<file path="config.mk">
export PLATFORM = sky130hd
export DESIGN_NAME = serial_adder_nbit
export DESIGN_NICKNAME = d
export VERILOG_FILES = /design/src/rtl/arith_pkg.sv /design/src/rtl/add_1bit.sv /design/src/rtl/serial_adder_nbit.sv
export SDC_FILE = /design/constraint.sdc
export NUM_CORES = 1
export LEC_CHECK = 0
export CORE_ASPECT_RATIO = 1.75
export CORE_MARGIN = 8
export CORE_UTILIZATION = 53
export CTS_BUF_LIST = sky130_fd_sc_hd__clkbuf_8
export DETAILED_ROUTE_END_ITERATION = 7
export PLACE_DENSITY_LB_ADDON = 0.1
export SLEW_MARGIN = 5
export SYNTH_ARGS = -nofsm -noshare
export SYNTH_HDL_FRONTEND = slang
export SYNTH_SLANG_ARGS = --single-unit
</file>
<file path="constraint.sdc">
create_clock -name clk_in -period 1.7 [get_ports clk_in]
set_input_delay 0.51 -clock clk_in [delete_from_list [all_inputs] [get_ports clk_in]]
set_output_delay 0.51 -clock clk_in [all_outputs]
set_load 0.01 [all_outputs]
</file>
<file path="src/rtl/arith_pkg.sv">
// Shared arithmetic-family definitions: FSM state encoding and WIDTH legality bounds.
// Latency: n/a (declarations only).
// Backpressure: n/a.
package arith_pkg;

  localparam logic [1:0] S_IDLE = 2'd0;
  localparam logic [1:0] S_RUN  = 2'd1;
  localparam logic [1:0] S_DONE = 2'd2;

  typedef enum logic [1:0] {
    ST_IDLE = S_IDLE,
    ST_RUN  = S_RUN,
    ST_DONE = S_DONE
  } state_t;

  localparam int WIDTH_MIN = 1;
  localparam int WIDTH_MAX = 32;

endpackage

</file>
<file path="src/rtl/add_1bit.sv">
// Combinational 1-bit full adder; the only arithmetic cell of the serial datapath.
// Latency: zero (purely combinational).
// Backpressure: none.
// Ports: a_in, b_in, carry_in -> sum_out, carry_out.
module add_1bit (
  input  logic a_in,
  input  logic b_in,
  input  logic carry_in,
  output logic sum_out,
  output logic carry_out
);

  assign sum_out   = a_in ^ b_in ^ carry_in;
  assign carry_out = (a_in & b_in) | (a_in & carry_in) | (b_in & carry_in);

endmodule

</file>
<file path="src/rtl/serial_adder_nbit.sv">
// Bit-serial WIDTH-bit adder: LSB-first through one full-adder cell, registered sum/carry.
// Latency: done_out rises WIDTH edges after the accepting edge; one add per WIDTH+1 cycles.
// Backpressure: start_in is ignored while busy_out=1; accepted in IDLE or in the DONE cycle.
// Ports: clk_in/rst_in (async, active-high); start_in, a_in, b_in, carry_in in;
//        busy_out, done_out, sum_out, carry_out out (sum/carry held until next completion).
module serial_adder_nbit
  import arith_pkg::*;
#(
  parameter int WIDTH = 8
) (
  input  logic             clk_in,
  input  logic             rst_in,
  input  logic             start_in,
  input  logic [WIDTH-1:0] a_in,
  input  logic [WIDTH-1:0] b_in,
  input  logic             carry_in,
  output logic             busy_out,
  output logic             done_out,
  output logic [WIDTH-1:0] sum_out,
  output logic             carry_out
);

  localparam int CNT_W = $clog2(WIDTH) + 1;

  if (WIDTH < WIDTH_MIN || WIDTH > WIDTH_MAX) begin : g_bad_width
    $error("serial_adder_nbit: WIDTH out of range");
  end

  state_t           state;
  state_t           state_nxt;
  logic             load;
  logic             last;
  logic [WIDTH-1:0] a_sh;
  logic [WIDTH-1:0] b_sh;
  logic [WIDTH-1:0] s_sh;
  logic [WIDTH-1:0] s_sh_nxt;
  logic             c;
  logic [CNT_W-1:0] cnt;
  logic             fa_s;
  logic             fa_c;

  add_1bit u_fa (
    .a_in      (a_sh[0]),
    .b_in      (b_sh[0]),
    .carry_in  (c),
    .sum_out   (fa_s),
    .carry_out (fa_c)
  );

  // Sum bits enter at the MSB and walk down, so after WIDTH shifts bit 0 sits at bit 0.
  if (WIDTH == 1) begin : g_sum_w1
    assign s_sh_nxt = fa_s;
  end else begin : g_sum_wn
    assign s_sh_nxt = {fa_s, s_sh[WIDTH-1:1]};
  end

  always_ff @(posedge clk_in or posedge rst_in) begin
    if (rst_in) begin
      state <= ST_IDLE;
    end else begin
      state <= state_nxt;
    end
  end

  always_comb begin
    state_nxt = state;
    load      = 1'b0;
    last      = (state == ST_RUN) && (cnt == CNT_W'(WIDTH - 1));
    case (state)
      ST_IDLE: begin
        if (start_in) begin
          load      = 1'b1;
          state_nxt = ST_RUN;
        end
      end
      ST_RUN: begin
        if (last) begin
          state_nxt = ST_DONE;
        end
      end
      ST_DONE: begin
        // A start in the DONE cycle is taken immediately for back-to-back operation.
        if (start_in) begin
          load      = 1'b1;
          state_nxt = ST_RUN;
        end else begin
          state_nxt = ST_IDLE;
        end
      end
      default: state_nxt = ST_IDLE;
    endcase
  end

  always_ff @(posedge clk_in or posedge rst_in) begin
    if (rst_in) begin
      a_sh      <= '0;
      b_sh      <= '0;
      s_sh      <= '0;
      c         <= 1'b0;
      cnt       <= '0;
      done_out  <= 1'b0;
      sum_out   <= '0;
      carry_out <= 1'b0;
    end else begin
      done_out <= last;
      if (load) begin
        a_sh <= a_in;
        b_sh <= b_in;
        c    <= carry_in;
        cnt  <= '0;
      end else if (state == ST_RUN) begin
        a_sh <= a_sh >> 1;
        b_sh <= b_sh >> 1;
        s_sh <= s_sh_nxt;
        c    <= fa_c;
        cnt  <= cnt + CNT_W'(1);
      end
      // Outputs only move on the completion edge, so partial sums are never visible.
      if (last) begin
        sum_out   <= s_sh_nxt;
        carry_out <= fa_c;
      end
    end
  end

  assign busy_out = (state == ST_RUN);

endmodule

</file>
After elaboration in Yosys (flattened, before gate mapping)
Index checks and enable logic that the tools add are counted.

$add $sub $neg: 1. Eq/ne operators: 5. Muxes and demuxes: 14. Bitwise gates (word level): 8. Reduce and logical (&&, ||, !) cells: 6.

Operator list (count): $mux 8 (4); $mux 4 (2); $pmux 2 s3 (1); $mux 1 (5); $add 4x1->4 const B (1); $eq 4x3->1 const B (1); $mux 2 (2); $reduce_and 2->1 (2); $and 1x1->1 (3); $eq 2x1->1 const B (1); $eq 2x2->1 const B (1); $logic_not 2->1 (1); $ne 2x1->1 const B (1); $ne 2x2->1 const B (1); $or 1x1->1 (2); $reduce_bool 2->1 (1); $reduce_or 2->1 (1); $xor 1x1->1 (2); $logic_and 1x1->1 (1); $not 1->1 (1).

Bits in registers: 41. Input bits: 20.

Logic depth before layout (Yosys ltp)
Gate-level depths: netlist of run 1.

Depth in word-level cells: 5. Depth in mapped cells: 6. Mapped depth without buffers: 4.

Cells and area by module
From an unflattened synthesis of run 1, not the netlist that was laid out.

Cells, all modules: 127. Area, all modules: 1720.4 um^2.

Modules (own cells, without submodules): serial_adder_nbit (instances 1, cells an instance 126, area an instance 1700.4 um^2, sequential area each 1001.0 um^2); add_1bit (instances 1, cells an instance 1, area an instance 20.0 um^2, sequential area each 0.0 um^2).

Worst setup path after synthesis of run 1
Ideal clock, no wire load.

Kind: register -> register. From: register state[1]. To: register carry_out. Library setup time: 0.125 ns. Data arrival time: 1.325 ns. Required time: 1.575 ns. Path slack: 0.250 ns. Stages on the path, launching flop included: 5. Buffers on the path: 1. Period minus slack after synthesis: 1.450 ns. Path through: dfrtp_1 > nand2b_1 > buf_6 > nor3_4 > mux2_2.

Word-level cells in the longest chain between the ends: 2.

Ends and longest elaborated chain: from (decl) (RTL line serial_adder_nbit.sv:29) `state_t state;`; from (signal assigned) (RTL line serial_adder_nbit.sv:61) `state <= state_nxt;`; $eq 2x1->1 (RTL line serial_adder_nbit.sv:68) `last = (state == ST_RUN) && (cnt == CNT_W'(WIDTH - 1));`; $logic_and 1x1->1 (RTL line serial_adder_nbit.sv:68); named net last (RTL line serial_adder_nbit.sv:32) `logic last;`; to (signal assigned) (RTL line serial_adder_nbit.sv:103) `carry_out <= 1'b0;`; to (signal assigned) (RTL line serial_adder_nbit.sv:121) `carry_out <= fa_c;`; to (decl) (RTL line serial_adder_nbit.sv:20) `output logic carry_out`.

The timed path passes the listed nets, and every way through them passes these cells. A chain may end at the register's enable or synchronous reset.

Worst setup path in the final report of run 1
From: register done_out. To: output port done_out.

RTL lines: from (decl) (RTL line serial_adder_nbit.sv:18) `output logic done_out,`; from (signal assigned) (RTL line serial_adder_nbit.sv:105) `done_out <= last;`.

No word-level cell between the ends.

==> key figures, run 1 <==
Drt
  – Initial drt markers: 24
  – Drt pass-1 iters: 4
  – Vias per cell: 5.21
  – Antenna viol nets, final: 0
  – Final WL: 3260 um
  – Wire length per cell: 13.7 um
  – DRC: 0
  – Total number of vias: 1241

Yosys
  – Cell Area, Synth: 1660 um2
  – Post-synth cell types: 26
  – Post-synth net total: 179
  – Synth Register Bits: 40
  – Syn Inst Count: 157
  – Synth warn: 0
  – Mean Syn Cell Area: 10.5 um2
  – Post-synthesis sequential area ratio: 60.5%

Floorplan
  – Starting Density: 53.8%
  – Die X: 58.2 um
  – DIE AREA: 5240 um2
  – Core ar.: 3070 um2
  – Die Span Y: 89.9 um
  – FP Rows: 27
  – Boundary Pins: 31

Clocking
  – CTS Sinks: 40
  – Clock latency on the worst-skew pair: 0.29 ns
  – H-tree depth: 2
  – CTS tree: yes
  – Max Buffers Root-to-Sink: 2
  – Num CTS Buffers: 5
  – CTS Root Cell: clkbuf_8
  – Clock Pin Slew Worst Setup and Hold Paths: 0.08 ns

Global route
  – Largest net degree at the start of global routing: 41
  – GR Util All Layers: 14.2%
  – Grt met1 use: 14.5%
  – M2 GR Usage: 25.4%
  – Layer with the highest usage: met2
  – Number of global-route vias before repair: 1332
  – Met3 Use GR: 4.71%
  – Antenna violations before repair: 0
  – GRT overflow: 0
  – Global-route wire length before repair: 5960 um

Setup path
  – Crit path DAT: 1.13 ns
  – Crit path cell chain: clkdlybuf4s50_1
  – Crit path launch type: register
  – Crit path buf inv count: 1
  – Worst path slowest cell: clkdlybuf4s50_1
  – CP Data Required Time: 1.19 ns
  – Crit path largest cell delay: 0.53 ns
  – Critical path peak fanout: 1
  – Setup crit end kind: primary output
  – Cell family with most CP delay: buffers and inverters
  – Crit path kind: reg2out

Min path
  – Hold WC Path Type: reg2reg

Timing
  – Worst-margin pin slew: 0.267 ns
  – Endpoints failing hold: 0
  – Clock Skew: 0.00986 ns
  – Setup TNS: 0 ns
  – Min Tclk post-route: 1.64 ns
  – Unrepaired setup endpoints after global routing: no
  – Crit share post-route: 96.7%
  – Pins over their slew limit: 0
  – Worst slew margin: 82.2%
  – Setup violations, final: 0
  – Max frequency: 608 MHz

Placed design
  – GPL Wtd Cong: 0.761
  – Port Buffers: 30
  – HPWL Detailed: 2390 um

Power and ir drop
  – PwrDens: 1700 nW/um2
  – Leak: 1.10 nW
  – Maximum vdd ir drop: 1.07 mV

Cells and area
  – Share of cells above drive strength 1: 14.9%
  – Fin nets: 216
  – Area Overhead vs Synth: 30.7%
  – Ant diodes: 0
  – Layout Utilization: 70.4%
  – Multi-input logic area: 602 um2
  – Reg area: 1000 um2
  – Fillers: 246

Outcome
  – Status: complete, no violations

Flow run
  – Reported max-cap violation count: 0
-- layout make-up --
| type | instances | area share (%) |
|---|---|---|
| clock buffers | 5 | 3.18 |
| clock inverters | 3 | 0.868 |
| inverters | 2 | 0.347 |
| multi-input cells | 106 | 27.8 |
| flip-flops and latches | 40 | 46.3 |
| well taps | 43 | 2.49 |
| repair buffers | 39 | 19.0 |
-- cells by family after synthesis --
family          synth area share [%]
xor+xnor                       0.529
buf+inv                         3.17
mux                             6.73
simple gates                    19.0
compound gates                  8.16
fa+ha+maj                       1.97
flops                           60.5
-- final timing paths --
check | slack (ns) | startpoint | end | depth (start not counted)
setup / recovery | 0.06 | done_out | done_out | 1
hold / removal | 0.48 | s_sh[1] | s_sh[1] | 2
setup reg to reg | 0.21 | state[1] | sum_out[1] | 5
hold reg to reg | 0.48 | s_sh[1] | s_sh[1] | 2
max in group asynchronous | 0.93 | rst_in | sum_out[0] | 3
min in group asynchronous | 0.57 | rst_in | done_out | 3
-- worst reg2reg max path, stage by stage, from the launching register on --
cell and delay, ns:
dfrtp_1 0.38, nand2b_1 0.17, buf_4 0.16, nor3_4 0.19
buf_12 0.15, mux2_2 0.33
-- per-layer routing --
metal	routed length (um)	up-vias	share of wire (%)
li1	-	600	-
met1	1230	611	38
met2	1840	28	56
met3	171	2	5.2
met4	24	0	0.74
met5	0	-	0
-- report_power, final --
group / switching (W) / internal, W
registers: 0.000253 / 0.00138
logic: 0.000739 / 0.000701
clock network: 0.000316 / 0.000286
total: 0.00131 / 0.00237
-- cells in the mapped netlist --
| master | n | area (um2) |
|---|---|---|
| nor3_1 | 2 | 10.0 |
| xor2_1 | 1 | 8.76 |
| nand3_1 | 8 | 40.0 |
| mux2i_1 | 1 | 10.0 |
| mux2_2 | 9 | 101 |
| clkbuf_1 | 5 | 18.8 |
| dfrtp_1 | 40 | 1000 |
| a21oi_1 | 1 | 5.00 |
| inv_2 | 1 | 3.75 |
| nor3_4 | 1 | 16.3 |
| a22o_1 | 2 | 17.5 |
| buf_6 | 1 | 11.3 |
| buf_2 | 3 | 15.0 |
| nor2_1 | 10 | 37.5 |
| nand2_1 | 47 | 176 |
| a31oi_1 | 7 | 43.8 |
| ha_1 | 1 | 12.5 |
| and2b_1 | 1 | 7.51 |
| a22oi_1 | 7 | 52.6 |
| nand4_1 | 1 | 6.26 |
| nand2b_1 | 2 | 12.5 |
| nand3b_1 | 1 | 7.51 |
| fa_1 | 1 | 20.0 |
| o21ai_0 | 2 | 10.0 |
| inv_1 | 1 | 3.75 |
| o22ai_1 | 1 | 6.26 |
-- layout by cell type (no fill, tap or decap), types with 2 or more instances in the layout --
cell type	instances
clkdlybuf4s50_1	20
nor2_1	10
nand3_1	8
dfrtp_1	40
nand2b_1	2
buf_12	3
a22oi_1	7
nor3_1	2
dlygate4sd2_1	3
dlymetal6s2s_1	6
o21ai_0	2
mux2_2	9
clkinv_2	2
a22o_1	2
buf_4	6
nand2_1	47
a31oi_1	7
clkbuf_8	5
-- timing repair --
action	4_1_cts	5_1_grt
gates resized for setup	4	8
buffers inserted	0	0
setup endpoints to repair	4	7
hold buffers	0	0
hold endpoints to repair	0	0
-- through the flow --
step / setup WS (ns) / hold WS (ns) / total power [W] / instances / cell area (um2)
global route: 0.0269 / 0.514 / 0.00400 / 238 / 2160
floorplan: 0.250 / 0.440 / 0.00257 / 157 / 1660
finish: 0.0564 / 0.484 / 0.00367 / 238 / 2160
global placement: 0.0563 / 0.456 / 0.00309 / 230 / 2070
CTS: 0.00128 / 0.490 / 0.00375 / 238 / 2150
detailed placement: 0.00203 / 0.472 / 0.00317 / 230 / 2070
-- registers in the layout (all words and copies together), names as in the netlist --
register / cells
s_sh: 7
carry_out: 1
c: 1
cnt: 4
a_sh: 8
done_out: 1
b_sh: 8
sum_out: 8
state: 2
No activity file was read; power rests on OpenSTA's default activity.
==> inputs of run 2 (changes only) <==
--- a/config.mk
+++ b/config.mk
@@ -5,9 +5,9 @@
 export SDC_FILE = /design/constraint.sdc
 export NUM_CORES = 1
 export LEC_CHECK = 0
-export CORE_ASPECT_RATIO = 1.75
+export CORE_ASPECT_RATIO = 0.7
 export CORE_MARGIN = 8
-export CORE_UTILIZATION = 53
+export CORE_UTILIZATION = 48
 export CTS_BUF_LIST = sky130_fd_sc_hd__clkbuf_8
 export DETAILED_ROUTE_END_ITERATION = 7
 export PLACE_DENSITY_LB_ADDON = 0.1
==> constraint.sdc (replaced) <==
create_clock -name clk_in -period 1.3 [get_ports clk_in]
set_input_delay 0.39 -clock clk_in [delete_from_list [all_inputs] [get_ports clk_in]]
set_output_delay 0.39 -clock clk_in [all_outputs]
set_load 0.01 [all_outputs]
==> run 2 against run 1 <==
Against the previous run: the flow now finishes with violations (setup timing); count of clock-buffer cells in the layout up 2; clock skew shrank 0.0015 ns; wire length up 11%; critical path depth up 4; combinational power grew 53%.
==> key figures, run 2 (synthesized netlist as in run 1, its figures left out) <==
Setup path
  – Setup crit end kind: register
  – CP Data Required Time: 1.48 ns
  – Worst r2r src: state[1]
  – Critical path peak fanout: 10
  – RR Endpoint: sum_out[1]
  – Crit path kind: reg2reg
  – Crit path DAT: 1.61 ns
  – Worst r2r path cells: 5
  – R2r setup slk: -0.13 ns
  – Crit path launch type: register

Clocking
  – Clock latency on the worst-skew pair: 0.29 ns
  – Clock Pin Slew Worst Setup and Hold Paths: 0.08 ns
  – Num CTS Buffers: 5
  – CTS Root Cell: clkbuf_8
  – CTS Sinks: 40
  – H-tree depth: 2
  – CTS tree: yes
  – Max Buffers Root-to-Sink: 2

Drt
  – Drt pass-1 iters: 4
  – Total number of vias: 1283
  – Antenna viol nets, final: 0
  – Vias per cell: 5.03
  – DRC: 0
  – Initial drt markers: 62
  – Wire length per cell: 14.1 um
  – Final WL: 3610 um

Min path
  – Hold WC Path Type: in2async

Global route
  – Largest net degree at the start of global routing: 41
  – GR Util All Layers: 14.2%
  – Global-route wire length before repair: 6200 um
  – GRT overflow: 0
  – Number of global-route vias before repair: 1299
  – Antenna violations before repair: 0

Timing
  – Pins over their slew limit: 0
  – Worst slew margin: 85.9%
  – Crit share post-route: 110%
  – Worst-margin pin slew: 0.211 ns
  – Max frequency: 698 MHz
  – Setup violations, final: 10
  – Clock Skew: 0.00832 ns
  – Endpoints failing hold: 0
  – Min Tclk post-route: 1.43 ns
  – Unrepaired setup endpoints after global routing: yes
  – Setup slack after layout: -0.132 ns
  – Setup TNS: -1.18 ns

Power and ir drop
  – Design internal power: 0.00359 W
  – Pwr Total: 0.00546 W
  – Combinational share of power: 40.5%
  – PwrDens: 2370 nW/um2
  – Power share of the sequential group: 39.5%
  – Maximum vdd ir drop: 1.32 mV
  – Sw frac: 34.2%
  – NetSw: 0.00186 W
  – Leak: 1.12 nW
  – Part of the power in the clock network: 20.1%

Floorplan
  – Core ar.: 3400 um2
  – DIE AREA: 5610 um2
  – Die X: 86.2 um
  – Boundary Pins: 31
  – Starting Density: 48.7%
  – FP Rows: 18
  – Die Span Y: 65.1 um

Cells and area
  – Fillers: 271
  – Share of cells above drive strength 1: 27.8%
  – Fin nets: 226
  – Area Overhead vs Synth: 38.9%
  – Most frequent cells in the layout: nand2_1 (46), dfrtp_1 (40), clkdlybuf4s50_1 (18)
  – Biggest registers after layout: a_sh x8, b_sh x8, sum_out x8
  – Reg area: 1000 um2
  – Commonest non-fill, non-tap cell in the layout: nand2_1
  – Post-layout instance area: 2300 um2
  – Layout Utilization: 67.6%
  – Multi-input logic area: 649 um2
  – Ant diodes: 0

Outcome
  – Violated checks: setup timing
  – Status: finished with violations

Placed design
  – Dpl cell area: 2150 um2
  – GPL Wtd Cong: 0.779
  – Pre-CTS setup slack: -0.289 ns
  – HPWL Detailed: 2450 um
  – Port Buffers: 30

Flow run
  – Reported max-cap violation count: 0
==> run 2: cell types whose count changed in the layout (fill, tap and decap cells not counted), moves of 3 or more <==
cell / before / now
buf_2: 0 / 9
buf_4: 6 / 13
buf_6: 0 / 3
dlygate4sd2_1: 3 / 0
dlymetal6s2s_1: 6 / 1
==> run 2: repair_timing <==
action | in CTS | in global routing
hold buffers | 0 | 0
endpoints found under the setup margin | 24 | 29
pin swaps | 0 | 0
setup buffers | 0 | 1
gates resized for setup | 41 | 18
==> run 2: critical path, cell delays in order, from the launching register on <==
cell and delay [ns]:
dfrtp_1 0.37, nand2b_4 0.16, buf_6 0.12, nor3_4 0.18, buf_12 0.16, mux2_2 0.33
==> run 2: metal layers <==
layer / GRT usage [%] / wire length (um)
met1: 18.1 / 1700
met2: 21.2 / 1630
met3: 5.11 / 212
met4: 6.41 / 63
met5: 0 / 0
==> run 2: how the worst max path moves through the flow <==
stage              from         end  cells after the start
2_1_floorplan  state[1]   carry_out                      4
3_3_place_gp   state[1]    busy_out                      3
3_5_place_dp   start_in     a_sh[2]                      5
4_1_cts        state[1]  sum_out[1]                      5
5_1_grt        state[1]  sum_out[3]                      5
6_report       state[1]  sum_out[1]                      5
==> run 2: layout make-up <==
type                       instances  area share (%)
clock buffer                       7            4.19
clock inverter                     1            1.31
inverter                           2           0.490
multi-input combinational        106            28.2
sequential                        40            43.5
tap                               50            2.72
timing repair buffer              49            19.5
==> run 2: metrics by stage <==
stage | instances | hold slack, ns
2_1_floorplan | 157 | 0.369
3_3_place_gp | 246 | 0.460
3_5_place_dp | 246 | 0.470
4_1_cts | 254 | 0.489
5_1_grt | 255 | 0.500
6_report | 255 | 0.482
==> run 2: power by group through the flow <==
stage / clock, W / combinational, W / sequential (W)
finish: 0.00110 / 0.00221 / 0.00215
global route: 0.00117 / 0.00247 / 0.00222
CTS: 0.00112 / 0.00216 / 0.00214
detailed placement: 0 / 0.00218 / 0.00215
global placement: 0 / 0.00210 / 0.00212
floorplan: 0 / 0.00122 / 0.00215
